File: config.mk
export PLATFORM = sky130hd
export DESIGN_NAME = hazard_ctrl_flat
export DESIGN_NICKNAME = d
export VERILOG_FILES = /design/src/rtl/hazard_ctrl_pkg.sv /design/src/rtl/hazard_ctrl_if.sv /design/src/rtl/hazard_rec_reg.sv /design/src/rtl/hazard_ctrl.sv /design/src/flat_wrapper.sv
export SDC_FILE = /design/constraint.sdc
export NUM_CORES = 1
export LEC_CHECK = 0
export ABC_AREA = 1
export CAP_MARGIN = 20
export CORE_UTILIZATION = 30
export DETAILED_ROUTE_END_ITERATION = 10
export GPL_ROUTABILITY_DRIVEN = 0
export PLACE_DENSITY = 0.52
export REMOVE_ABC_BUFFERS = 1
export SLEW_MARGIN = 20
export SYNTH_ARGS = -nofsm -noshare
export SYNTH_HDL_FRONTEND = slang
export SYNTH_SLANG_ARGS = --single-unit
File: constraint.sdc
create_clock -name clk -period 1.3 [get_ports clk]
set_input_delay 0.13 -clock clk [delete_from_list [all_inputs] [get_ports clk]]
set_output_delay 0.13 -clock clk [all_outputs]
set_load 0.005 [all_outputs]
File: src/rtl/hazard_ctrl_pkg.sv
// Shared types for the pipeline hazard controller: forward-select encoding,
// the shadow record of one pipeline stage, and small match helpers.
package hazard_pkg;

  // Widest register address the shadow records can hold; narrower
  // addresses are zero-extended into these fields.
  localparam int HZ_AW = 8;

  typedef enum logic [1:0] {
    FWD_RF  = 2'b00,
    FWD_WB  = 2'b01,
    FWD_MEM = 2'b10
  } fwd_sel_t;

  typedef struct packed {
    logic [HZ_AW-1:0] rs1;
    logic [HZ_AW-1:0] rs2;
    logic [HZ_AW-1:0] rd;
    logic             regwrite;
    logic             load;
  } hz_rec_t;

  localparam hz_rec_t HZ_BUBBLE = '{
    rs1:      {HZ_AW{1'b0}},
    rs2:      {HZ_AW{1'b0}},
    rd:       {HZ_AW{1'b0}},
    regwrite: 1'b0,
    load:     1'b0
  };

  // True when a stage writes a nonzero register equal to source register src.
  function automatic logic wr_hit(input hz_rec_t r, input logic [HZ_AW-1:0] src);
    return r.regwrite && (r.rd != {HZ_AW{1'b0}}) && (r.rd == src);
  endfunction

  // Operand select for one source in E; the M stage holds the younger
  // producer so it wins over W. Source x0 always reads the register file.
  function automatic fwd_sel_t fwd_pick(input logic [HZ_AW-1:0] src,
                                        input hz_rec_t m, input hz_rec_t w);
    fwd_sel_t sel;
    if (src == {HZ_AW{1'b0}}) begin
      sel = FWD_RF;
    end else if (wr_hit(m, src)) begin
      sel = FWD_MEM;
    end else if (wr_hit(w, src)) begin
      sel = FWD_WB;
    end else begin
      sel = FWD_RF;
    end
    return sel;
  endfunction

endpackage

File: src/rtl/hazard_ctrl_if.sv
// Decode-stage fields in, forward selects and stall/flush lines out.
interface hazard_ctrl_if #(parameter int REG_AW = 5);
  logic [REG_AW-1:0] Rs1D;
  logic [REG_AW-1:0] Rs2D;
  logic [REG_AW-1:0] RdD;
  logic              RegWriteD;
  logic              LoadD;
  logic              PCSrcE;
  logic [1:0]        ForwardAE;
  logic [1:0]        ForwardBE;
  logic              StallF;
  logic              StallD;
  logic              FlushD;
  logic              FlushE;

  // Datapath side
  modport master (
    output Rs1D, Rs2D, RdD, RegWriteD, LoadD, PCSrcE,
    input  ForwardAE, ForwardBE, StallF, StallD, FlushD, FlushE
  );

  // Hazard controller side
  modport slave (
    input  Rs1D, Rs2D, RdD, RegWriteD, LoadD, PCSrcE,
    output ForwardAE, ForwardBE, StallF, StallD, FlushD, FlushE
  );
endinterface

File: src/rtl/hazard_rec_reg.sv
// One shadow-record pipeline register with synchronous reset and
// flush-to-bubble.
module hazard_rec_reg
  import hazard_pkg::*;
(
  input  logic    clk,
  input  logic    reset,
  input  logic    flush,
  input  hz_rec_t d,
  output hz_rec_t q
);

  // Advance the record each cycle; reset or flush inserts a bubble.
  always_ff @(posedge clk) begin
    if (reset) begin
      q <= HZ_BUBBLE;
    end else if (flush) begin
      q <= HZ_BUBBLE;
    end else begin
      q <= d;
    end
  end

endmodule

File: src/rtl/hazard_ctrl.sv
// Pipeline hazard controller: keeps shadow records of the instructions in
// E, M and W and derives operand forwarding plus stall/flush controls.
module hazard_ctrl
  import hazard_pkg::*;
#(
  parameter int REG_AW = 5,
  parameter bit FWD_EN = 1'b1
) (
  input  logic          clk,
  input  logic          reset,
  hazard_ctrl_if.slave  hz
);

  hz_rec_t rec_d_s;
  hz_rec_t rec_e_r;
  hz_rec_t rec_m_r;
  hz_rec_t rec_w_r;
  logic    lu_stall_s;
  logic    flush_e_s;

  // Widen the decode-stage fields into a record for the E register.
  always_comb begin
    rec_d_s                  = HZ_BUBBLE;
    rec_d_s.rs1[REG_AW-1:0]  = hz.Rs1D;
    rec_d_s.rs2[REG_AW-1:0]  = hz.Rs2D;
    rec_d_s.rd[REG_AW-1:0]   = hz.RdD;
    rec_d_s.regwrite         = hz.RegWriteD;
    rec_d_s.load             = hz.LoadD;
  end

  hazard_rec_reg u_rec_e (
    .clk   (clk),
    .reset (reset),
    .flush (flush_e_s),
    .d     (rec_d_s),
    .q     (rec_e_r)
  );

  hazard_rec_reg u_rec_m (
    .clk   (clk),
    .reset (reset),
    .flush (1'b0),
    .d     (rec_e_r),
    .q     (rec_m_r)
  );

  hazard_rec_reg u_rec_w (
    .clk   (clk),
    .reset (reset),
    .flush (1'b0),
    .d     (rec_m_r),
    .q     (rec_w_r)
  );

  // Operand-mux selects for E; without forwarding the register file is
  // always read and hazards are resolved by stalling instead.
  always_comb begin
    if (FWD_EN) begin
      hz.ForwardAE = fwd_pick(rec_e_r.rs1, rec_m_r, rec_w_r);
      hz.ForwardBE = fwd_pick(rec_e_r.rs2, rec_m_r, rec_w_r);
    end else begin
      hz.ForwardAE = FWD_RF;
      hz.ForwardBE = FWD_RF;
    end
  end

  // Stall detection and stall/flush control; a redirect discards D, so it
  // overrides any stall.
  always_comb begin
    lu_stall_s = rec_e_r.load && (rec_e_r.rd != {HZ_AW{1'b0}}) &&
                 ((rec_e_r.rd == rec_d_s.rs1) || (rec_e_r.rd == rec_d_s.rs2));
    if (!FWD_EN) begin
      // W writes the register file in the first half-cycle, so only E and M
      // producers have to drain before D may read.
      lu_stall_s = lu_stall_s ||
                   wr_hit(rec_e_r, rec_d_s.rs1) || wr_hit(rec_e_r, rec_d_s.rs2) ||
                   wr_hit(rec_m_r, rec_d_s.rs1) || wr_hit(rec_m_r, rec_d_s.rs2);
    end else begin
      lu_stall_s = lu_stall_s;
    end
    flush_e_s  = lu_stall_s || hz.PCSrcE;
    hz.StallF  = lu_stall_s && !hz.PCSrcE;
    hz.StallD  = lu_stall_s && !hz.PCSrcE;
    hz.FlushD  = hz.PCSrcE;
    hz.FlushE  = flush_e_s;
  end

endmodule

File: src/flat_wrapper.sv
// flat-port wrapper written by rule: the top's interface ports become plain ports
module hazard_ctrl_flat import hazard_pkg::*;
#(
  parameter int REG_AW = 5,
  parameter bit FWD_EN = 1'b1
)
  (clk, reset, hz_Rs1D, hz_Rs2D, hz_RdD, hz_RegWriteD, hz_LoadD, hz_PCSrcE, hz_ForwardAE, hz_ForwardBE, hz_StallF, hz_StallD, hz_FlushD, hz_FlushE);
  hazard_ctrl_if #(.REG_AW(REG_AW)) hz_i ();
  input  logic clk;
  input  logic reset;
  input wire logic [$bits(hz_i.Rs1D)-1:0] hz_Rs1D;
  input wire logic [$bits(hz_i.Rs2D)-1:0] hz_Rs2D;
  input wire logic [$bits(hz_i.RdD)-1:0] hz_RdD;
  input wire logic [$bits(hz_i.RegWriteD)-1:0] hz_RegWriteD;
  input wire logic [$bits(hz_i.LoadD)-1:0] hz_LoadD;
  input wire logic [$bits(hz_i.PCSrcE)-1:0] hz_PCSrcE;
  output wire logic [$bits(hz_i.ForwardAE)-1:0] hz_ForwardAE;
  output wire logic [$bits(hz_i.ForwardBE)-1:0] hz_ForwardBE;
  output wire logic [$bits(hz_i.StallF)-1:0] hz_StallF;
  output wire logic [$bits(hz_i.StallD)-1:0] hz_StallD;
  output wire logic [$bits(hz_i.FlushD)-1:0] hz_FlushD;
  output wire logic [$bits(hz_i.FlushE)-1:0] hz_FlushE;
  assign hz_i.Rs1D = hz_Rs1D;
  assign hz_i.Rs2D = hz_Rs2D;
  assign hz_i.RdD = hz_RdD;
  assign hz_i.RegWriteD = hz_RegWriteD;
  assign hz_i.LoadD = hz_LoadD;
  assign hz_i.PCSrcE = hz_PCSrcE;
  assign hz_ForwardAE = hz_i.ForwardAE;
  assign hz_ForwardBE = hz_i.ForwardBE;
  assign hz_StallF = hz_i.StallF;
  assign hz_StallD = hz_i.StallD;
  assign hz_FlushD = hz_i.FlushD;
  assign hz_FlushE = hz_i.FlushE;
  hazard_ctrl #(.REG_AW(REG_AW), .FWD_EN(FWD_EN)) u_core (.clk(clk), .reset(reset), .hz(hz_i));
endmodule
==> results by group, run 1 <==
Worst setup path
  • CP Capture Type: output pin
  • Crit path from: u_core.u_rec_m.q[6]$_SDFF_PP0_
  • CP Data Arrival Time: 1.46 ns
  • Critical path peak fanout: 3
  • End of the critical path: hz_ForwardAE[0]
  • Worst path slowest cell: dfxtp_4
  • Worst path cell trace: buf_6, xor2_2, nor4_2, buf_4, nor2_2, buf_2
  • RR Startpoint: u_core.u_rec_e.q[3]$_SDFF_PP0_
  • Reg2Reg Depth: 9
  • Setup Crit Path Kind: flip-flop to output pin
  • CP peak stage delay: 0.36 ns
  • CP Launch Type: flip-flop
  • FF-to-FF End: u_core.u_rec_e.q[2]$_SDFF_PP0_
  • WP data required: 1.17 ns
  • Worst reg2reg setup slack: -0.04 ns

Job
  • Max-cap violations: 0

Synthesis
  • Most common cell in the netlist: nor2_1
  • Synth top area share: 44.7%
  • Number of synthesized flops with an enable pin: 0
  • Synth unique cells: 17
  • Yosys warning total: 0
  • Syn_area_per_cell: 7.26 µm²
  • Synthesized flop and latch total: 29
  • Area contributors post-synth: dfxtp_1 45%, nor2_1 12%, inv_1 10%
  • Post-synth ARST share: 0%
  • Synthesized area: 0.00130 mm²
  • Area leader, netlist: dfxtp_1
  • Top cell types by occurrence after synthesis: 41 x nor2_1, 36 x inv_1, 33 x nand2_1
  • Top_reg_cell synth: dfxtp_1
  • Seq/Total Area, Yosys: 44.7%
  • Cells after Synth: 179

Timing
  • Skew final: 0.00368 ns
  • Hold Vio Cnt, Final: 0
  • Slew HR: 81.5%
  • Maximum clock rate: 0.628 GHz
  • Period utilization: 123%
  • Least-Margin Pin Slew: 0.277 ns
  • Final WS setup: -0.293 ns
  • Post-layout min period: 1.59 ns
  • RSZ-0062 raised after global routing: yes
  • # setup viols final: 19
  • Slew Limit Fails: 0

Global routing
  • GR Util All Layers: 14.2%
  • Largest net degree at the start of global routing: 13
  • Vias in the first global route: 1088
  • Initial antenna violation count: 0
  • First-pass GRT wire length: 4680 µm
  • Total congestion overflow: 0

Power and ir drop
  • Int Pwr: 0.00150 W
  • Clock power share: 37.6%
  • Net Switching: 0.000479 W
  • Switch share: 24.2%
  • Pleak: 1.00 nW
  • PwrDens: 982 mW/mm²
  • Max rail drop VDD: 0.000405 V
  • Flop pwr share: 47.9%
  • Combinational share of power: 14.5%

Clock network
  • Num CTS Buffers: 5
  • Clk Latency, worst-skew pair: 0.28 ns
  • Root Driver: clkbuf_8
  • CTS tree: built
  • Clock net sink count: 29
  • Worst-case clock buffer depth: 2
  • Post-cts hold buffer count: 0
  • H-tree Lvls: 2
  • Clock transition at path regs: 0.06 ns

Floorplan
  • Core box area: 0.00409 mm²
  • Num ports: 28
  • Initial Util: 31.8%
  • Die footprint: 0.00460 mm²
  • Die Y: 67.8 µm
  • Row cnt: 23
  • Die Span X: 67.8 µm

Cells and area
  • Post-route cell area: 0.00202 mm²
  • Ant diodes: 0
  • Fin util: 49.4%
  • Layout cell share with drive strength beyond 1: 34.2%
  • P&R area growth vs syn: 55.3%
  • Layout Nets: 260

Detailed routing
  • Wire per inst: 9.76 µm
  • DR vias/cell: 4.03
  • Final wirelength: 2830 µm
  • Remaining DRCs: 0
  • TritonRoute pass-1 iters: 4
  • Initial DRC Count: 29
  • Routed via count: 1170
  • Detail Route Antenna Nets: 0

Status
  • Status: finished, violations left
  • Failing checks: setup timing

Place
  • Port Buffer Count: 27
  • Post-DP HPWL: 1900 µm
  • Placed inst area: 0.00180 mm²

Hold path
  • Path category of the worst min-delay check: primary input to flip-flop
  • Hold path startpoint: hz_RdD[1]
power by group through the flow:
stage               registers (W)  clock network [W]  logic (W)
floorplan                0.000958                  0   0.000113
global placement         0.000964                  0   0.000253
detailed placement       0.000964                  0   0.000253
CTS                      0.000949           0.000759   0.000280
global route             0.000952           0.000793   0.000323
finish                   0.000948           0.000745   0.000288
through the flow:
stage          cells  total power (W)  worst slack (ns)  setup TNS [ns]  hold WS (ns)
2_1_floorplan    175          0.00107             0.170               0         0.201
3_3_place_gp     278          0.00122            -0.585           -8.64         0.393
3_5_place_dp     278          0.00122            -0.585           -8.67         0.400
4_1_cts          290          0.00199            -0.300           -1.80         0.355
5_1_grt          290          0.00207            -0.363           -4.00         0.396
6_report         290          0.00198            -0.293           -1.73         0.361
sequential cells by signal (all words and copies together), names as in the netlist:
register and count:
u_core.u_rec_e.q 17, u_core.u_rec_m.q 6, u_core.u_rec_w.q 6
how the worst min path moves through the flow:
| stage | to | cells past startpoint |
|---|---|---|
| after floorplan | u_core.u_rec_m.q[1]$_SDFF_PP0_ | 1 |
| final | u_core.u_rec_e.q[3]$_SDFF_PP0_ | 3 |
| after global placement | u_core.u_rec_m.q[1]$_SDFF_PP0_ | 2 |
| after detailed placement | u_core.u_rec_m.q[1]$_SDFF_PP0_ | 2 |
| after CTS | u_core.u_rec_e.q[4]$_SDFF_PP0_ | 3 |
| after global routing | u_core.u_rec_e.q[6]$_SDFF_PP0_ | 3 |
layout make-up:
type	count	area, µm²
tap	50	62.6
sequential	29	606
multi-input combinational	112	654
fill	403	2070
inverter	36	135
clock buffer	7	86.3
timing repair buffer	56	473
layout by cell type (no fill, tap or decap):
cell and instances:
buf_6 4, nand2_2 2, dfxtp_1 11, nor3_1 1, xor2_1 6, nor4_4 1, nand4_1 3, o21ai_1 1
xnor2_2 1, dfxtp_4 1, xnor2_1 12, inv_2 3, nor2_1 32, buf_2 6, o21ai_0 1, nor4_2 1
dfxtp_2 17, nand3_1 5, xor2_2 1, dlymetal6s2s_1 1, buf_4 26, clkbuf_8 6, nand2_1 32, nor2_2 9
inv_1 33, nor3_2 1, nand3_4 3, clkdlybuf4s50_1 19, clkbuf_1 1
logic make-up after synthesis:
logic type / synth area share, %
xor gates and xnor gates: 13.5
buffers and inverters: 12.7
AOI/OAI and AO/OA: 0.770
DFF: 44.7
and+or+nand+nor: 28.3
worst max-delay path, delay by kind of cell (launching register included):
family | cells | cell delay [ns]
buffers and inverters | 3 | 0.39
flip-flops | 1 | 0.36
AND/OR/NAND/NOR | 2 | 0.31
XOR/XNOR | 1 | 0.14
what timing repair did:
action / in CTS / in global routing
gates cloned: 2 / 0
resized for setup: 61 / 13
buffers inserted: 3 / 1
pin swaps: 15 / 10
setup endpoints to repair: 24 / 25
metal layers:
layer / routed length (µm) / GRT usage [%]
met1: 1290 / 16.8
met2: 1410 / 24.6
met3: 99 / 3.04
met4: 34 / 6.25
met5: 0 / 0
(Power assumes the default switching activity.)
==> run 2, diff against run 1 <==
--- a/config.mk
+++ b/config.mk
@@ -10,6 +10,7 @@
 export CORE_UTILIZATION = 30
 export DETAILED_ROUTE_END_ITERATION = 10
 export GPL_ROUTABILITY_DRIVEN = 0
+export GPL_TIMING_DRIVEN = 0
 export PLACE_DENSITY = 0.52
 export REMOVE_ABC_BUFFERS = 1
 export SLEW_MARGIN = 20
==> results by group, run 2 (synthesized netlist as in run 1, its figures left out) <==
Timing
  • Least-Margin Pin Slew: 0.522 ns (+0.245 ns)
  • Hold Vio Cnt, Final: 0 (unchanged)
  • Period utilization: 113% (-9.5 points)
  • # setup viols final: 20 (+1)
  • Slew HR: 65.2% (-16 points)
  • Post-layout min period: 1.47 ns (-0.123 ns)
  • Slew Limit Fails: 0 (unchanged)
  • Final WS setup: -0.170 ns (+0.123 ns)
  • Skew final: 0.00443 ns (+0.000753 ns)
  • Setup_tns: -1.41 ns (+0.319 ns)
  • Maximum clock rate: 0.680 GHz (+8.4%)
  • RSZ-0062 raised after global routing: yes

Floorplan
  • Die Y: 67.8 µm (unchanged)
  • Die footprint: 0.00460 mm² (unchanged)
  • Core box area: 0.00409 mm² (unchanged)
  • Num ports: 28 (unchanged)
  • Initial Util: 31.8% (unchanged)
  • Die Span X: 67.8 µm (unchanged)
  • Row cnt: 23 (unchanged)

Worst setup path
  • Worst path cell trace: clkdlybuf4s50_1, nand2_1, inv_1, nor2_1, nor2_1, nand3_1, nand2_1, nand2_2, nor2_2, buf_2
  • CP peak stage delay: 0.49 ns (+0.13 ns)
  • CP Capture Type: output pin
  • CP Data Arrival Time: 1.34 ns (-0.12 ns)
  • WP data required: 1.17 ns (about the same)
  • Worst path slowest cell: clkdlybuf4s50_1
  • Top delay family on crit path: buffers and inverters
  • Critical path peak fanout: 3 (unchanged)
  • Setup Crit Path Kind: primary input to output pin
  • Reg2Reg Depth: 9 (unchanged)
  • Crit path buf inv count: 3 (unchanged)
  • Crit path depth: 10 (+4)
  • CP Launch Type: primary input

Global routing
  • First-pass GRT wire length: 4340 µm (-7.2%)
  • Largest net degree at the start of global routing: 14 (+1)
  • GR Util All Layers: 13.4% (-0.89 points)
  • Vias in the first global route: 1045 (-4.0%)
  • Total congestion overflow: 0 (unchanged)
  • Initial antenna violation count: 0 (unchanged)

Power and ir drop
  • Int Pwr: 0.00142 W (-5.7%)
  • Flop pwr share: 49.8% (+1.9 points)
  • Max rail drop VDD: 0.000588 V (+45%)
  • Switch share: 25.3% (+1.2 points)
  • Clock power share: 36.7% (-0.9 points)
  • Net Switching: 0.000481 W (+0.42%)
  • PwrDens: 1020 mW/mm² (+3.8%)
  • Combinational share of power: 13.5% (-1.0 points)
  • Total power: 0.00190 W (-4.2%)
  • Pleak: 0.909 nW (-9.3%)

Cells and area
  • Most used cells in the layout excluding fill and tap cells: 31 x nand2_1, 29 x nor2_1, 26 x inv_1
  • Layout cell share with drive strength beyond 1: 33.2% (-0.99 points)
  • Finished Layout Cells: 267 (-7.9%)
  • Ant diodes: 0 (unchanged)
  • Reg with most FFs: u_core.u_rec_e.q
  • Max reg flops: 17 (unchanged)
  • Commonest non-fill, non-tap cell in the layout: nand2_1
  • P&R area growth vs syn: 43.3%
  • Biggest regs: u_core.u_rec_e.q: 17 flops, u_core.u_rec_m.q: 6 flops, u_core.u_rec_w.q: 6 flops
  • Fin util: 45.5% (-3.8 points)
  • Layout Nets: 236 (-9.2%)

Place
  • Port Buffer Count: 27 (unchanged)
  • Cells after DPL: 252 (-9.4%)
  • Post-DP HPWL: 1810 µm (-4.6%)

Detailed routing
  • Final wirelength: 2650 µm (-6.4%)
  • Remaining DRCs: 0 (unchanged)
  • Initial DRC Count: 27 (-6.9%)
  • Detail Route Antenna Nets: 0 (unchanged)
  • Routed via count: 1085 (-7.3%)
  • DR vias/cell: 4.06 (+0.72%)
  • Wire per inst: 9.91 µm (+1.6%)
  • TritonRoute pass-1 iters: 4 (unchanged)

Clock network
  • Clk Latency, worst-skew pair: 0.27 ns (about the same)
  • Clock net sink count: 29 (unchanged)
  • CTS tree: built
  • Num CTS Buffers: 5 (unchanged)
  • Root Driver: clkbuf_8
  • Post-cts hold buffer count: 0 (unchanged)
  • Clock transition at path regs: 0.06 ns (about the same)
  • H-tree Lvls: 2 (unchanged)
  • Worst-case clock buffer depth: 2 (unchanged)

Status
  • Status: finished, violations left
  • Failing checks: setup timing

Job
  • Max-cap violations: 0 (unchanged)

Hold path
  • Hold Path Depth: 3 (unchanged)
  • Path category of the worst min-delay check: primary input to flip-flop
-- run 2: final timing paths --
| path | start | to | slack, ns |
|---|---|---|---|
| max | hz_Rs2D[0] | hz_StallF | -0.17 |
| min | hz_Rs1D[1] | u_core.u_rec_e.q[19]$_SDFF_PP0_ | 0.15 |
| max reg2reg | u_core.u_rec_e.q[2]$_SDFF_PP0_ | u_core.u_rec_e.q[4]$_SDFF_PP0_ | -0.04 |
| min reg2reg | u_core.u_rec_e.q[1]$_SDFF_PP0_ | u_core.u_rec_m.q[1]$_SDFF_PP0_ | 0.40 |
-- run 2: metrics by stage --
stage / area (µm²) / hold WS [ns] / worst slack (ns)
floorplan: 1270 / 0.201 / 0.170
global placement: 1600 / 0.393 / -0.627
detailed placement: 1600 / 0.396 / -0.604
CTS: 1780 / 0.357 / -0.247
global route: 1860 / 0.162 / -0.317
finish: 1860 / 0.148 / -0.170
-- run 2: final cells by class --
class,count,area [µm²]
clock buffer,6,72.6
clock inverter,2,10.0
fill,427,2230
inverter,36,135
multi-input combinational,112,683
sequential,29,613
tap,50,62.6
timing repair buffer,32,284
-- run 2: per-layer routing --
| layer | vias up | track usage [%] | share of wire (%) |
|---|---|---|---|
| met2 | 33 | 21.5 | 49 |
| met5 | - | 0 | 0 |
| met3 | 8 | 5.07 | 4.2 |
| met4 | 0 | 7.03 | 2.7 |
| li1 | 599 | - | - |
| met1 | 445 | 15.2 | 45 |
-- run 2: repair_timing --
action | CTS | global route
pin swaps | 16 | 16
buffers inserted | 3 | 2
gates cloned | 2 | 0
gates resized for setup | 62 | 28
endpoints found under the setup margin | 24 | 25
-- run 2: worst reg2reg max path, delay by kind of cell (launching register included) --
family,cells,cell delay (ns)
compound gates,1,0.14
buf+inv,4,0.35
flops,1,0.33
simple gates,4,0.46
-- run 2: power by group through the flow --
stage                     logic [W]  registers (W)  clock network [W]
after detailed placement   0.000211       0.000964                  0
final                      0.000255       0.000945           0.000697
after global routing       0.000283       0.000949           0.000766
after global placement     0.000210       0.000964                  0
after CTS                  0.000238       0.000948           0.000722
after floorplan            0.000113       0.000958                  0
